[src/rtl/ff_sat_counter.sv]
// ff_sat_counter
// Up-counter that sticks at all-ones.
//   clk, rst : clock, asynchronous active-high reset (count -> 0)
//   clear    : synchronous clear, wins over inc
//   inc      : count up by one unless saturated
//   count    : current value
//   sat      : high when count is all-ones
module ff_sat_counter #(
    parameter int W = 8
) (
    input  logic         clk,
    input  logic         rst,
    input  logic         clear,
    input  logic         inc,
    output logic [W-1:0] count,
    output logic         sat
);
    assign sat = &count;

    always_ff @(posedge clk or posedge rst) begin
        if (rst) begin
            count <= '0;
        end else if (clear) begin
            count <= '0;
        end else if (inc && !sat) begin
            count <= count + W'(1);
        end
    end
endmodule

[config.mk]
export PLATFORM = sky130hd
export DESIGN_NAME = ff_sat_counter
export DESIGN_NICKNAME = d
export VERILOG_FILES = /design/src/rtl/ff_sat_counter.sv
export SDC_FILE = /design/constraint.sdc
export NUM_CORES = 1
export LEC_CHECK = 0
export CORE_AREA = 2 2 39 41
export CTS_CLUSTER_SIZE = 24
export DETAILED_ROUTE_END_ITERATION = 7
export DIE_AREA = 0 0 41 43
export GPL_TIMING_DRIVEN = 1
export HOLD_SLACK_MARGIN = 0.1
export PLACE_DENSITY_LB_ADDON = 0.12
export REMOVE_ABC_BUFFERS = 1
export SYNTH_ARGS = -nofsm -noshare
export SYNTH_HDL_FRONTEND = slang
export SYNTH_SLANG_ARGS = --single-unit
[constraint.sdc]
create_clock -name clk -period 1.8 [get_ports clk]
set_input_delay 0.36 -clock clk [delete_from_list [all_inputs] [get_ports clk]]
set_output_delay 0.36 -clock clk [all_outputs]
set_load 0.02 [all_outputs]
==> out/qor.csv, run 1 <==
metric,value,unit
period_share,96.1,%
drtAntennaViolNets,0,
finalHoldViolCount,0,
fin_cells,84,
slowest_stage,clkdlybuf4s50_1,
io_pins,13,
postCtsSetupBuffers,0,
cpPeakStageDelay,0.61,ns
rsz0062_at_grt,false,
grt_start_max_net_pins,12,
nFillCells,143,
power_density,553,nW/um2
finalCriticalPeriod,1.73,ns
wl_per_cell,13.0,um
cp_cell_sequence,buf_4 -> clkdlybuf4s50_1,
outcome,"finished, final reports clean",
r2r_start,count[3],
crit_start,count[7],
min_path_type,primary input to asynchronous set/reset pin,
antenna_found_initial,0,
grt_pass1_vias,417,
cp.arrival,1.37,ns
cp.required,1.44,ns
numCtsBuffers,3,
die_w,41,um
insertion_delay,0.25,ns
regMostFlops,count,
crit_type,flop to output port,
ys_ff_latch,8,
cts_root_buf,clkbuf_4,
clk_pin_slew_worst_paths,0.05,ns
regArea,200,um2
end_kind,output port,
worst_pin_slew,0.382,ns
top_regs,count x8,
cts_tree,yes,
syn_avg_cell_area,10.3,um2
diodes,0,
multi_input_area,264,um2
synth_area,472,um2
peakVddDrop,0.306,mV
rr_worst_depth,4,
synth_compound_area_share,18.6,%
fp.dieArea,1760,um2
core_area,1380,um2
r2r_slack,0.41,ns
nets,75,
cap_violations,0,
setup_viol,0,
report.power.total,382,uW
layout-drive-gt1-share,23.5,%
viasPerCell,5.32,
worst_r2r_endpoint,count[3],
gp_congestion,0.826,
crit_fanout,7,
cts_max_level,1,
fp.dieH,43,um
synth_mux_area_share,8.49,%
ys_types,21,
hold_buffers,0,
io_buffers,12,
synthCells,46,
start_kind,flop,
leakagePower,0.000327,uW
clock_sinks,8,
dp.cells,81,
syn2layout_area_growth,46.7,%
start_util,34.1,%
slew_violations,0,
num_rows,14,
synth_xor_area_share,0,%
fmax,578,MHz
overflow,0,
dpl.hpwl,837,um
grt_pass1_wl,1840,um
yosysSeqAreaShare,42.4,%
synthAdderAreaFrac,2.65,%
drc,0,
ys_warn_count,0,
firstDrtPassIters,4,
grt_use_total,15.9,%
tns,0,ns
cts_buffer_depth,2,
largest_reg_flops,8,
yosys.area_share.simple,26.3,%
num_vias,447,
slew_headroom,74.4,%
fin_worst_skew,0.000217,ns
drt_iter0_markers,12,
synth_top_family_by_area,simple AND/OR/NAND/NOR gates,
routed_wl,1090,um
cell families after synthesis:
logic type / count (synthesis)
AND/OR/NAND/NOR: 20
AO/OA/AOI/OAI: 12
flip-flops: 8
multiplexers: 3
buffers and inverters: 2
adder cells (fa/ha/maj): 1
final cells by class:
class	instances	share of cell area [%]
multi-input combinational	36	38.2
sequential	8	28.9
timing repair buffer	20	26.2
clock buffer	3	3.25
tap	16	2.89
inverter	1	0.542
power breakdown:
part	internal [uW]	switching [uW]
Combinational	30.0	28.2
Clock	76.3	60.8
Sequential	184	2.60
metrics by stage:
| step | utilization (%) | hold slack [ns] | area, um2 | setup WS (ns) |
|---|---|---|---|---|
| after floorplan | - | 0.176 | 468 | 0.190 |
| after global placement | 48.3 | 0.601 | 668 | 0.0724 |
| after detailed placement | 48.3 | 0.599 | 668 | 0.118 |
| after CTS | 49.8 | 0.374 | 689 | 0.0435 |
| after global routing | 50.0 | 0.378 | 692 | 0.00159 |
| final | 50.0 | 0.365 | 692 | 0.0706 |
routing by layer:
layer,wire (um),GRT usage (%),vias to the layer above
met1,514,21.2,210
met3,53,3.14,4
met4,31,12.0,0
li1,-,-,220
met5,0,0,-
met2,490,21.6,13
cell usage in the layout (no fill, tap or decap), types with 3 or more instances in the layout:
master and count:
a21oi_1 6, nor2_1 3, buf_4 8, dfrtp_1 8, nor3_1 4, clkdlybuf4s50_1 10
clkbuf_4 3, a211oi_1 3
worst max-delay path by stage:
| stage | end | slack, ns | cells past startpoint |
|---|---|---|---|
| final | count[7] | 0.07 | 2 |
| after global routing | sat | 0.002 | 4 |
| after CTS | count[3] | 0.04 | 2 |
| after detailed placement | sat | 0.12 | 4 |
| after global placement | sat | 0.07 | 4 |
| after floorplan | sat | 0.19 | 3 |
cells in the mapped netlist (all sizes together):
cell type  number  area [um2]
and3            2        12.5
clkbuf          1        3.75
and4            2        20.0
mux2i           1        10.0
nor2b           2        12.5
nor3            4        20.0
nand2b          2        12.5
nand3           2        10.0
nand4           3        25.0
a211oi          3        22.5
dfrtp           8         200
mux2            2        30.0
inv             1        3.75
nor2            3        11.3
a21oi           6        30.0
o21a            1        7.51
a31oi           2        27.5
ha              1        12.5
critical path: cells and delay by family, from the launching register on:
family                 cells  cell delay [ns]
DFF                        1             0.35
buffers and inverters      2             0.77
what timing repair did:
item	4_1_cts	5_1_grt
endpoints found under the hold margin	0	0
resized for setup	1	1
setup endpoints to repair	1	1
pin swaps	0	0
Power figures use the tool's default switching activity.
==> run 2: changes to the inputs <==
Settings changed: CTS_CLUSTER_SIZE 24 to 8.
Clock period 1.8 ns to 2 ns, I/O delays scaled along.
==> run 2 against run 1 <==
Effect of this change:
- die area stayed put
- largest power group unchanged
- critical path type unchanged
- highest routed layer unchanged
- via count is 3.1% higher
- worst setup slack better by 0.15 ns
- power is 11% lower
==> out/qor.csv, run 2 (synthesized netlist as in run 1, its figures left out) <==
metric,value,unit,change
cts_root_buf,clkbuf_4,,
worst_slack,0.222,ns,+0.152 ns
syn2layout_area_growth,43.0,%,
fin_area,674,um2,-2.5%
fp.dieH,43,um,unchanged
drc,0,,unchanged
start_kind,flop,,
pre_cts_ws,0.231,ns,+0.113 ns
grt_start_max_net_pins,9,,-3
grt_pass1_wl,1780,um,-3.0%
diodes,0,,unchanged
overflow,0,,unchanged
end_kind,output port,,
final_cell_mix,"clkdlybuf4s50_1, dfrtp_1, a21oi_1, buf_4, nor3_1",,
cap_violations,0,,unchanged
cts_tree,yes,,
wl_per_cell,13.0,um,+0.47%
numCtsBuffers,3,,unchanged
nFillCells,138,,-3.5%
io_pins,13,,unchanged
finalHoldViolCount,0,,unchanged
timing.hold.ws,0.387,ns,+0.0227 ns
placed_cell_area,653,um2,-2.2%
finalCriticalPeriod,1.78,ns,
period_share,88.9,%,
min_path_type,primary input to asynchronous set/reset pin,,
cp_cell_sequence,buf_4 -> clkdlybuf4s50_1,,
fp.dieArea,1760,um2,unchanged
postCtsSetupBuffers,0,,unchanged
cpPeakStageDelay,0.60,ns,about the same
firstDrtPassIters,4,,unchanged
clk_pin_slew_worst_paths,0.06,ns,about the same
setup_viol,0,,unchanged
antenna_found_initial,0,,unchanged
slew_violations,0,,unchanged
regMostFlops,count,,
path_delay_family,buffers and inverters,,
largest_reg_flops,8,,unchanged
fmax,563,MHz,
start_util,34.1,%,unchanged
outcome,"finished, final reports clean",,
leakagePower,0.000297,uW,-9.1%
cts_buffer_depth,2,,unchanged
gp_congestion,0.793,,-4.0%
io_buffers,12,,unchanged
worst_pin_slew,0.316,ns,-0.0665 ns
crit_buf_inv,2,,unchanged
drt_iter0_markers,16,,+4
grt_use_total,15.6,%,-0.39 points
r2r_slack,0.60,ns,+0.19 ns
grt_pass1_vias,393,,-5.8%
power_density,507,nW/um2,-8.3%
clock_sinks,8,,unchanged
drtAntennaViolNets,0,,unchanged
die_w,41,um,unchanged
core_area,1380,um2,unchanged
peakVddDrop,0.275,mV,-10%
rsz0062_at_grt,false,,
viasPerCell,5.62,,+5.6%
crit_fanout,8,,+1
layout-drive-gt1-share,21.2,%,-2.3 points
num_vias,461,,+3.1%
crit_type,flop to output port,,
nets,73,,-2.7%
routed_wl,1070,um,-1.9%
cp.arrival,1.38,ns,about the same
cp.required,1.60,ns,+0.16 ns
cts_max_level,1,,unchanged
slew_headroom,78.9,%,+4.5 points
tns,0,ns,unchanged
fin_worst_skew,0.00440,ns,+0.00418 ns
final_common_cell,clkdlybuf4s50_1,,
dpl.hpwl,782,um,-6.6%
num_rows,14,,unchanged
insertion_delay,0.26,ns,about the same
top_regs,count x8,,
slowest_stage,clkdlybuf4s50_1,,
run 2: cell types whose count changed in the layout (fill, tap and decap cells not counted), sizes merged:
cell / previous run / this run
dlymetal6s2s: 1 / 0
buf: 8 / 6
clkdlybuf4s50: 10 / 11
run 2: worst register-to-register path, delay by kind of cell (launching register included):
family / cells / cell delay, ns
muxes: 1 / 0.31
DFF: 1 / 0.42
buffers and inverters: 1 / 0.16
adders and majority gates: 1 / 0.23
AOI/OAI and AO/OA: 1 / 0.17
run 2: per-layer routing:
| metal | up-vias | share of wire, % | GRT usage [%] | wire length [um] |
|---|---|---|---|---|
| li1 | 219 | - | - | - |
| met1 | 209 | 41 | 22.3 | 441 |
| met2 | 29 | 50 | 20.3 | 533 |
| met3 | 4 | 7.4 | 3.14 | 79 |
| met4 | 0 | 1.5 | 10.0 | 16 |
| met5 | - | 0 | 0 | 0 |
run 2: what timing repair did:
item | in CTS | in global routing
resized for setup | 1 | 0
setup endpoints to repair | 1 | 0
hold buffers | 0 | 0
run 2: layout make-up:
| cell class | count | area [um2] | share of cell area, % |
|---|---|---|---|
| clock buffers | 3 | 22.5 | 3.34 |
| inverters | 1 | 3.75 | 0.557 |
| multi-input cells | 36 | 264 | 39.1 |
| flip-flops and latches | 8 | 200 | 29.7 |
| well taps | 16 | 20.0 | 2.97 |
| repair buffers | 18 | 164 | 24.3 |
run 2: worst paths after layout:
| kind | startpoint | to | cells after the start |
|---|---|---|---|
| max reg2reg | count[0] | count[3] | 4 |
| min in group clk | count[4] | count[4] | 1 |
| min reg2reg | count[4] | count[4] | 1 |
| min | rst | count[6] | 2 |
| max in group asynchronous | rst | count[1] | 2 |
| max | count[3] | count[3] | 2 |
run 2: power by group:
group / switching [uW] / internal [uW] / leakage [uW] / total, uW
Sequential: 4.80 / 166 / 0.000110 / 171
Combinational: 21.7 / 24.0 / 0.000173 / 45.7
Clock: 56.5 / 68.8 / 0.0000138 / 125
Total: 83.0 / 259 / 0.000297 / 342
run 2: per-stage QoR:
| stage | util (%) | instances | power [uW] |
|---|---|---|---|
| after detailed placement | 47.2 | 79 | 220 |
| after global placement | 47.2 | 79 | 221 |
| after CTS | 48.7 | 82 | 350 |
| after floorplan | - | 45 | 194 |
| final | 48.7 | 82 | 342 |
| after global routing | 48.7 | 82 | 365 |
==> variant (flow settings as in run 2) <==
Set the parameter `W` to 7 (it was 8).
--- a/src/rtl/ff_sat_counter.sv
+++ b/src/rtl/ff_sat_counter.sv
@@ -6,7 +6,7 @@
 //   count    : current value
 //   sat      : high when count is all-ones
 module ff_sat_counter #(
-    parameter int W = 8
+    parameter int W = 7
 ) (
     input  logic         clk,
     input  logic         rst,
Interface: changed (resized count); port bits go from 13 to 12. No check against the original RTL was run, so the function may have changed too.
==> variant against run 2 <==
  * Count of clock-buffer cells in the layout up 1
  * Hold slack lost 7.4 ps
  * Sequential cell count is 1 lower
  * First-iteration DRC count fell by 69%
  * Synthesized area fell by 19%
  * Total power fell by 5.4%
  * Design area decreased by 15%
  * Routed wire length down 7.6%
  * Cell count decreased by 11%
  * Clock skew about the same
  * Setup slack worse by 130 ps
  * Register-to-register slack lost 280 ps
==> variant: results (changes against run 2) <==
* Yosys warns at 0 (unchanged)
* Final wirelength at 989 um (-7.6%)
* Met2 Track Usage GR at 0.191 (-0.0125)
* M1 WL at 436 um (-1.1%)
* DP Area at 544 um^2 (-17%)
* Status: finished clean
* CP Max Fanout at 3 (-5)
* Int Pwr at 0.246 mW (-5.0%)
* Crit path max-delay family: flip-flops
* Met3 wire length at 24 um (-70%)
* Fillers at 138 (unchanged)
* GR Util All Layers at 0.142 (-0.0137)
* HPWL Detailed at 776 um (-0.78%)
* Fraction of layout cells with a size suffix above 1 at 0.175 (-0.0367)
* Antenna violations before repair at 0 (unchanged)
* Placed insts at 69 (-13%)
* Slowest CP cell: dfrtp_1
* Synth area leaders: dfrtp_1, a31oi_1, inv_1
* Layout Cells excl Fill at 73 (-11%)
* Vias in the first global route at 370 (-5.9%)
* Largest net degree at the start of global routing at 10 (+1)
* Slew Limit Fails at 0 (unchanged)
* Top Metal Used: met3
* Grt met1 use at 0.202 (-0.0210)
* DP Worst Slack at 66.4 ps (-164 ps)
* Top Registers: count: 7 flops
* Max VDD drop at 255 uV (-7.2%)
* CTS H-Tree Depth at 1 (unchanged)
* Max Clock Skew at 4.58 ps (+0.184 ps)
* Power Dens Cells at 567 nW/um^2 (+12%)
* Post-synthesis sequential area ratio at 0.461 (+0.0361)
* Static Leakage at 0.259 nW (-13%)
* PortBufs at 11 (-1)
* Synth cell types at 23 (+9.5%)
* Placer's final routability congestion estimate at 0.728 (-8.2%)
* Clk. pwr at 0.127 mW
* Comb pwr share at 0.147 (+0.013)
* Worst path arrival time at 1500 ps (+120 ps)
* Area share of the largest cell type after synthesis at 0.461 (+0.0361)
* Ant. Diodes at 0 (unchanged)
* Vias at 379 (-18%)
* M3 GR Usage at 0.0314 (unchanged)
* Met2 wire len at 529 um (-0.75%)
* DRT iter0 DRCs at 5 (-11)
* Syn Area/Cell at 10.0 um^2 (-2.4%)
* Worst path max stage delay at 380 ps (-220 ps)
* Final net count at 63 (-14%)
* List of most frequent post-synthesis cells: dfrtp_1, inv_1, a31oi_1
* Slew HR at 0.794 (+0.00474)
* First-pass GRT wire length at 1.66 mm (-6.6%)
[variant: final cells by class]
type | count | area [um^2] | area share
Tap cell | 16 | 20.0 | 0.0351
Timing Repair Buffer | 16 | 148 | 0.259
Clock buffer | 4 | 26.3 | 0.0461
Multi-Input combinational cell | 26 | 186 | 0.327
Inverter | 4 | 15.0 | 0.0263
Sequential cell | 7 | 175 | 0.307
[variant: logic make-up (layout without fill, tap and decap cells)]
kind of cell,after synthesis,in the layout,synth area share
AO/OA/AOI/OAI,9,9,0.161
adder cells (fa/ha/maj),1,1,0.0329
buffers and inverters,5,24,0.0493
flip-flops,7,7,0.461
multiplexers,2,2,0.0559
AND/OR/NAND/NOR,14,14,0.240
[variant: worst paths after layout]
kind                                from  slack [ps]  cells after the start       end
worst max-delay path            count[0]         100                      5       sat
worst min-delay path                 rst         380                      2  count[2]
worst max register to register  count[0]         320                      5  count[0]
worst min register to register  count[6]         550                      2  count[6]
max in group asynchronous            rst        1400                      2  count[6]
min in group clk                count[6]         550                      2  count[6]
